File: src/rtl/uart_rx_pkg.sv
// uart_rx_pkg: shared types and constants for the UART receive front end.
// Holds the FSM state enum, the data width and the default period clamp.
package uart_rx_pkg;

  localparam int DATA_BITS = 8;
  localparam int unsigned DEF_MIN_BIT_PERIOD = 16;

  typedef enum logic [2:0] {
    IDLE,
    START,
    DATA,
    STOP,
    BREAK_WAIT
  } rx_state_t;

  function automatic logic [31:0] eff_period(
    input logic [31:0] p,
    input logic [31:0] pmin
  );
    return (p < pmin) ? pmin : p;
  endfunction

endpackage

File: src/rtl/uart_rx_sync_filter.sv
// uart_rx_sync_filter: rx_i synchronizer chain plus 3-sample majority vote.
// Ports: clk_i, arst_n_i (async low), rx_i (async line), line_o (filtered).
module uart_rx_sync_filter
  import uart_rx_pkg::*;
#(
  parameter int SYNC_STAGES = 2
) (
  input  logic clk_i,
  input  logic arst_n_i,
  input  logic rx_i,
  output logic line_o
);

  logic [SYNC_STAGES-1:0] r_sync;
  logic [2:0]             r_samp;

  always_ff @(posedge clk_i or negedge arst_n_i) begin
    if (!arst_n_i) begin
      r_sync <= '1;
      r_samp <= 3'b111;
    end else begin
      r_sync <= {r_sync[SYNC_STAGES-2:0], rx_i};
      r_samp <= {r_samp[1:0], r_sync[SYNC_STAGES-1]};
    end
  end

  assign line_o = (r_samp[0] & r_samp[1]) |
                  (r_samp[0] & r_samp[2]) |
                  (r_samp[1] & r_samp[2]);

endmodule

File: src/rtl/uart_rx_frontend.sv
// uart_rx_frontend: 8N1 UART receiver with valid/ready output and error pulses.
// Ports: clk_i, arst_n_i, rx_i, bit_period_i[31:0], rdata_o[7:0], rvalid_o,
//        rready_i, frame_err_o, overrun_o, busy_o.
module uart_rx_frontend
  import uart_rx_pkg::*;
#(
  parameter int          SYNC_STAGES    = 2,
  parameter int unsigned MIN_BIT_PERIOD = DEF_MIN_BIT_PERIOD
) (
  input  logic                 clk_i,
  input  logic                 arst_n_i,
  input  logic                 rx_i,
  input  logic [31:0]          bit_period_i,
  output logic [DATA_BITS-1:0] rdata_o,
  output logic                 rvalid_o,
  input  logic                 rready_i,
  output logic                 frame_err_o,
  output logic                 overrun_o,
  output logic                 busy_o
);

  // Cycles after reset until line_o reflects rx_i through every flop.
  localparam logic [2:0] WARM = 3'(SYNC_STAGES + 3);

  rx_state_t              r_state;
  logic [31:0]            r_period;
  logic [31:0]            r_cnt;
  logic [2:0]             r_idx;
  logic [DATA_BITS-1:0]   r_shift;
  logic                   r_prev;
  logic [2:0]             r_warm;

  logic                   w_line;
  logic [31:0]            w_p_eff;
  logic                   w_fall;
  logic                   w_exp;

  uart_rx_sync_filter #(
    .SYNC_STAGES(SYNC_STAGES)
  ) u_sync (
    .clk_i   (clk_i),
    .arst_n_i(arst_n_i),
    .rx_i    (rx_i),
    .line_o  (w_line)
  );

  assign w_p_eff = eff_period(bit_period_i, 32'(MIN_BIT_PERIOD));
  assign w_fall  = r_prev & ~w_line;
  assign w_exp   = (r_cnt == 32'd1);
  assign busy_o  = (r_state != IDLE);

  // r_prev is held low until the filter is flushed, so a line that is
  // already low at reset release must go high before a start is seen.
  always_ff @(posedge clk_i or negedge arst_n_i) begin
    if (!arst_n_i) begin
      r_warm <= 3'd0;
      r_prev <= 1'b0;
    end else begin
      if (r_warm != WARM) r_warm <= r_warm + 3'd1;
      r_prev <= (r_warm == WARM) ? w_line : 1'b0;
    end
  end

  always_ff @(posedge clk_i or negedge arst_n_i) begin
    if (!arst_n_i) begin
      r_state     <= IDLE;
      r_period    <= 32'd0;
      r_cnt       <= 32'd0;
      r_idx       <= 3'd0;
      r_shift     <= '0;
      rdata_o     <= '0;
      rvalid_o    <= 1'b0;
      frame_err_o <= 1'b0;
      overrun_o   <= 1'b0;
    end else begin
      frame_err_o <= 1'b0;
      overrun_o   <= 1'b0;
      if (rvalid_o && rready_i) rvalid_o <= 1'b0;

      unique case (r_state)
        IDLE: begin
          if (w_fall) begin
            r_period <= w_p_eff;
            r_cnt    <= w_p_eff >> 1;
            r_state  <= START;
          end
        end
        START: begin
          if (w_exp) begin
            if (w_line) begin
              r_state <= IDLE;
            end else begin
              r_cnt   <= r_period;
              r_idx   <= 3'd0;
              r_state <= DATA;
            end
          end else begin
            r_cnt <= r_cnt - 32'd1;
          end
        end
        DATA: begin
          if (w_exp) begin
            r_shift <= {w_line, r_shift[DATA_BITS-1:1]};
            r_cnt   <= r_period;
            r_idx   <= r_idx + 3'd1;
            if (r_idx == 3'(DATA_BITS - 1)) r_state <= STOP;
          end else begin
            r_cnt <= r_cnt - 32'd1;
          end
        end
        STOP: begin
          if (w_exp) begin
            if (w_line) begin
              r_state <= IDLE;
              // A slot freed by this cycle's handshake can take the byte.
              if (!rvalid_o || rready_i) begin
                rdata_o  <= r_shift;
                rvalid_o <= 1'b1;
              end else begin
                overrun_o <= 1'b1;
              end
            end else begin
              frame_err_o <= 1'b1;
              r_cnt       <= r_period;
              r_state     <= BREAK_WAIT;
            end
          end else begin
            r_cnt <= r_cnt - 32'd1;
          end
        end
        BREAK_WAIT: begin
          if (!w_line) begin
            r_cnt <= r_period;
          end else if (w_exp) begin
            r_state <= IDLE;
          end else begin
            r_cnt <= r_cnt - 32'd1;
          end
        end
        default: r_state <= IDLE;
      endcase
    end
  end

endmodule

File: config.mk
export PLATFORM = sky130hd
export DESIGN_NAME = uart_rx_frontend
export DESIGN_NICKNAME = d
export VERILOG_FILES = /design/src/rtl/uart_rx_pkg.sv /design/src/rtl/uart_rx_sync_filter.sv /design/src/rtl/uart_rx_frontend.sv
export SDC_FILE = /design/constraint.sdc
export NUM_CORES = 1
export LEC_CHECK = 0
export ABC_AREA = 1
export BUFFER_PORTS_ARGS = -buffer_cell sky130_fd_sc_hd__buf_4
export CAP_MARGIN = 25
export CORE_UTILIZATION = 54
export DETAILED_ROUTE_END_ITERATION = 10
export MAX_ROUTING_LAYER = met4
export PLACE_DENSITY_LB_ADDON = 0.2
export SETUP_SLACK_MARGIN = 0.05
export SLEW_MARGIN = 15
export SYNTH_ARGS = -nofsm -noshare
export SYNTH_HDL_FRONTEND = slang
export SYNTH_HIERARCHICAL = 1
export SYNTH_SLANG_ARGS = --single-unit
File: constraint.sdc
create_clock -name clk_i -period 1.87 [get_ports clk_i]
set_input_delay 0.187 -clock clk_i [delete_from_list [all_inputs] [get_ports clk_i]]
set_output_delay 0.187 -clock clk_i [all_outputs]
set_load 0.02 [all_outputs]
==> results.txt <==
The most numerous cell type found on the critical path is sky130_fd_sc_hd__nand2_1. Wires add up to 15600 um. The first-pass iteration count of the detailed router is 5. The routability-driven placement congestion ratio is 0.934. Yosys printed 6 warnings.

The number of clock buffers added by TritonCTS is 9. The startpoint identified for the worst register-to-register timing path is r_cnt[1]. The clock slew at the register clock pins of the worst setup and hold paths is roughly 100 ps.

The number of antenna violations at the first check in global routing is 0. Yosys mapped a number of flops with a built-in enable equal to 0. The count of final max-slew check failures was 0. The share of cells above drive strength 1 came out at 31.5%. The total placed instance area came out at 0.00643 mm2. In this run the worst hold path is classified as primary input to register. The worst flop-to-flop path endpoint is r_cnt[26]. The finished layout cell area came out at 0.00737 mm2. In this run the horizontal extent of the chip is 103 um. The tool flagged a number of max-cap violations equal to 0. After layout, the worst setup slack is -10.0 ps.

The number of nets at the end of the flow came out at about 930. The distinct cell type count of the synthesized netlist is 35. The commonest register cell after synthesis is sky130_fd_sc_hd__dfrtp_1. For the worst setup path, the data arrival time is 2190 ps. The total vias in the final route came out at roughly 5500. The synthesized flop and latch total is 98. The stage delay of the slowest cell on the critical path came out at 410 ps. The half-perimeter wire length after placement is 10900 um. At the later pin of the worst-skew pair, clock insertion delay measures 370 ps. The worst hold path begins at bit_period_i[25]. The kind of critical path is register to register.

The register-to-register setup slack is -10 ps. The worst path in the final design needs a cycle of roughly 1900 ps, including I/O delays and setup. The largest area contributor in the synthesized netlist is sky130_fd_sc_hd__dfrtp_1. The flow ran to the end, but the final reports show violations.

The clock passes through at most 2 buffers. The per-cell routed wire length came out at between 15 and 20 um. The part of the cycle the worst path needs came out at 101%.

The share of flip-flops with an asynchronous set or reset came out at 100%. The full die area came out at 0.0107 mm2. The total global routing track utilization is 29.8%. The CTS tree is done. Across all hold checks on the routed design, the worst slack comes to 27.8 ps. The cell row count came out at 36. The count of inserted antenna diode cells came out at 0.

The number of DRC markers after the initial detailed-route iteration is 334. The count of nets left with antenna violations after detail routing came out at 0. The via count of the first global-routing pass is 4790. The first-pass GRT wire length is 23400 um. The layout-stage area growth over the synthesis result came out at 33.3%. At the pin with the least slew margin, the transition time is 358 ps.

The maximum number of pins on one net before global-route repair is 40. For the worst setup path, the data required time is ~2200 ps. Setup repair after global routing could not meet its margin everywhere. Once the floorplan was initialized, standard cells occupied a little under three fifths of the core. The worst setup path is launched from a register.

The number of filler cells placed in the layout is 727. Setup violations remaining at the end of the flow were counted as 3. The synthesized netlist net count is 821. The root buffer cell chosen for the clock tree is sky130_fd_sc_hd__clkbuf_8. The area share of the largest cell type after synthesis is 42.1%.

In this run the worst path has a maximum fanout of 4. STA classifies the critical path endpoint as a register. The worst hold path was traced through 3 stages. The area of the core is 0.00986 mm2. Buffers placed on the I/O ports in this run total 47. The worst-case reg-to-reg path depth is 12. The path with the worst hold slack has its endpoint at r_period[25]. The remaining global-route overflow came out at 0.

In the routed design, unresolved DRC markers number 0. The commonest cells after synthesis are 295 x sky130_fd_sc_hd__nand2_1, 93 x sky130_fd_sc_hd__dfrtp_1, 90 x sky130_fd_sc_hd__nor2_1. Dividing the detail-routed via count by the number of cells gives 5.39.

Measured against its own limit, the worst slew margin works out to 75.9%. Among all stages on the critical path, the largest delay is contributed by sky130_fd_sc_hd__dfrtp_1. The total leakage power is 3.77 nW.

By area the synthesized netlist is led by sky130_fd_sc_hd__dfrtp_1 42%, sky130_fd_sc_hd__nand2_1 20%, sky130_fd_sc_hd__nand3_1 6.2%. The power density of the placed cells came out at approximately 1400 mW/mm2. VDD sags by at most ~0.86 mV. The total I/O pin count is 48.

The summed instance area of the synthesized netlist came out at 0.00553 mm2. The signal on the critical path passes through inv_2 > buf_6 > ha_4 > nand2_2 > nor2_4 > nand3b_1 > nor2_1 > buf_4 > nand2_1 > nand2_1 > nand3_2 > a21oi_2. The per-instance average area after synthesis is 7.10 um2. The sequential area share after synthesis came out at roughly 44%. The H-tree level count came out at 3. The final number of hold-violating endpoints is 0. The worst setup skew after layout came out at 10.8 ps. The most repeated cell in the gate-level netlist after synthesis is sky130_fd_sc_hd__nand2_1. The die extent in y came out at 103 um.

The highest achievable clock rate came out at 532 MHz. The checks that failed: setup timing. The number of standard cells after synthesis is 779. The TritonCTS sink count came out at 98.
[layout by cell type (no fill, tap or decap), types with 7 or more instances in the layout]
cell type                  instances
sky130_fd_sc_hd__inv_1            72
sky130_fd_sc_hd__nand3_2          22
sky130_fd_sc_hd__nor2_4           13
sky130_fd_sc_hd__nor2_1           54
sky130_fd_sc_hd__nand4_1          10
sky130_fd_sc_hd__nand2_2          24
sky130_fd_sc_hd__nand3_1          46
sky130_fd_sc_hd__xor2_1           11
sky130_fd_sc_hd__dfrtp_1          90
sky130_fd_sc_hd__nor2_2           35
sky130_fd_sc_hd__buf_4           106
sky130_fd_sc_hd__nand2_4          14
sky130_fd_sc_hd__o21ai_1          14
sky130_fd_sc_hd__o21ai_0          31
sky130_fd_sc_hd__a21oi_1           7
sky130_fd_sc_hd__clkbuf_8         10
sky130_fd_sc_hd__nand2_1         262
[how the worst max path moves through the flow]
stage              start          to  slack (ps)  cells after the start
5_1_grt        r_cnt[12]  r_state[1]         -90                     11
4_1_cts        r_cnt[13]   r_cnt[23]          50                     13
2_1_floorplan   r_cnt[1]   r_cnt[22]         140                     12
3_3_place_gp   r_cnt[21]  r_state[1]          20                     11
3_5_place_dp    r_cnt[1]  r_state[2]         -80                     11
6_report        r_cnt[1]   r_cnt[26]         -10                     12
[critical path: cells and delay by family, from the launching register on]
| family | cells | cell delay (ps) |
|---|---|---|
| AOI/OAI and AO/OA | 1 | 140 |
| adders and majority gates | 1 | 120 |
| buffers and inverters | 3 | 370 |
| DFF | 1 | 410 |
| and+or+nand+nor | 7 | 780 |
[metal layers]
metal	vias to the layer above	wire (um)	GRT usage [%]
met1	2643	6990	43.3
met4	0	224	8.34
li1	2664	-	-
met3	21	1120	3.36
met2	218	7310	44.4
met5	-	0	-
[stage by stage]
| step | setup WS (ps) | cells | total power, mW | TNS, ps | util, % |
|---|---|---|---|---|---|
| finish | -10.0 | 1029 | 10.7 | -26.2 | 74.7 |
| global route | -91.2 | 1029 | 11.4 | -1250 | 74.7 |
| global placement | 24.8 | 998 | 7.90 | 0 | 65.2 |
| floorplan | 137 | 779 | 6.36 | 0 | - |
| CTS | 52.0 | 1017 | 9.53 | 0 | 67.9 |
| detailed placement | -84.7 | 998 | 8.02 | -175 | 65.2 |
[final cells by class]
type,count,area (um2),area share (%)
well taps,133,166,2.26
repair buffers,122,1040,14.1
multi-input cells,583,3210,43.6
clock inverters,4,52.6,0.713
clock buffers,11,141,1.92
inverters,78,300,4.07
flip-flops and latches,98,2460,33.4
[cells by family (layout without fill, tap and decap cells)]
kind of cell | count (synthesis) | after routing | share of synthesized area (%)
XOR/XNOR | 14 | 14 | 2.22
AO/OA/AOI/OAI | 71 | 71 | 6.74
AND/OR/NAND/NOR | 492 | 492 | 37.6
buffers and inverters | 98 | 215 | 7.65
adder cells (fa/ha/maj) | 6 | 6 | 1.36
flip-flops | 98 | 98 | 44.4
[power by group]
part           internal (mW)  switching (mW)  total [mW]  leakage [nW]
sequential              2.85           0.657        3.51          1.22
clock                  0.652           0.763        1.41        0.0994
combinational           2.29            3.47        5.76          2.45
[flip-flops by register name, summed over array words and instances (netlist names)]
register       flops
r_cnt             32
r_prev             1
u_sync/r_samp      3
r_warm             3
r_idx              3
rvalid_o           1
u_sync/r_sync      2
r_state            3
overrun_o          1
frame_err_o        1
r_period          32
rdata_o            8
r_shift            8
[what timing repair did]
action / in CTS / in global routing
buffers inserted: 2 / 11
hold buffers: 2 / 0
resized for setup: 16 / 147
endpoints found under the hold margin: 54 / 0
endpoints found under the setup margin: 30 / 54
pin swaps: 5 / 57
cloned: 0 / 1
No activity file was read; power rests on OpenSTA's default activity.
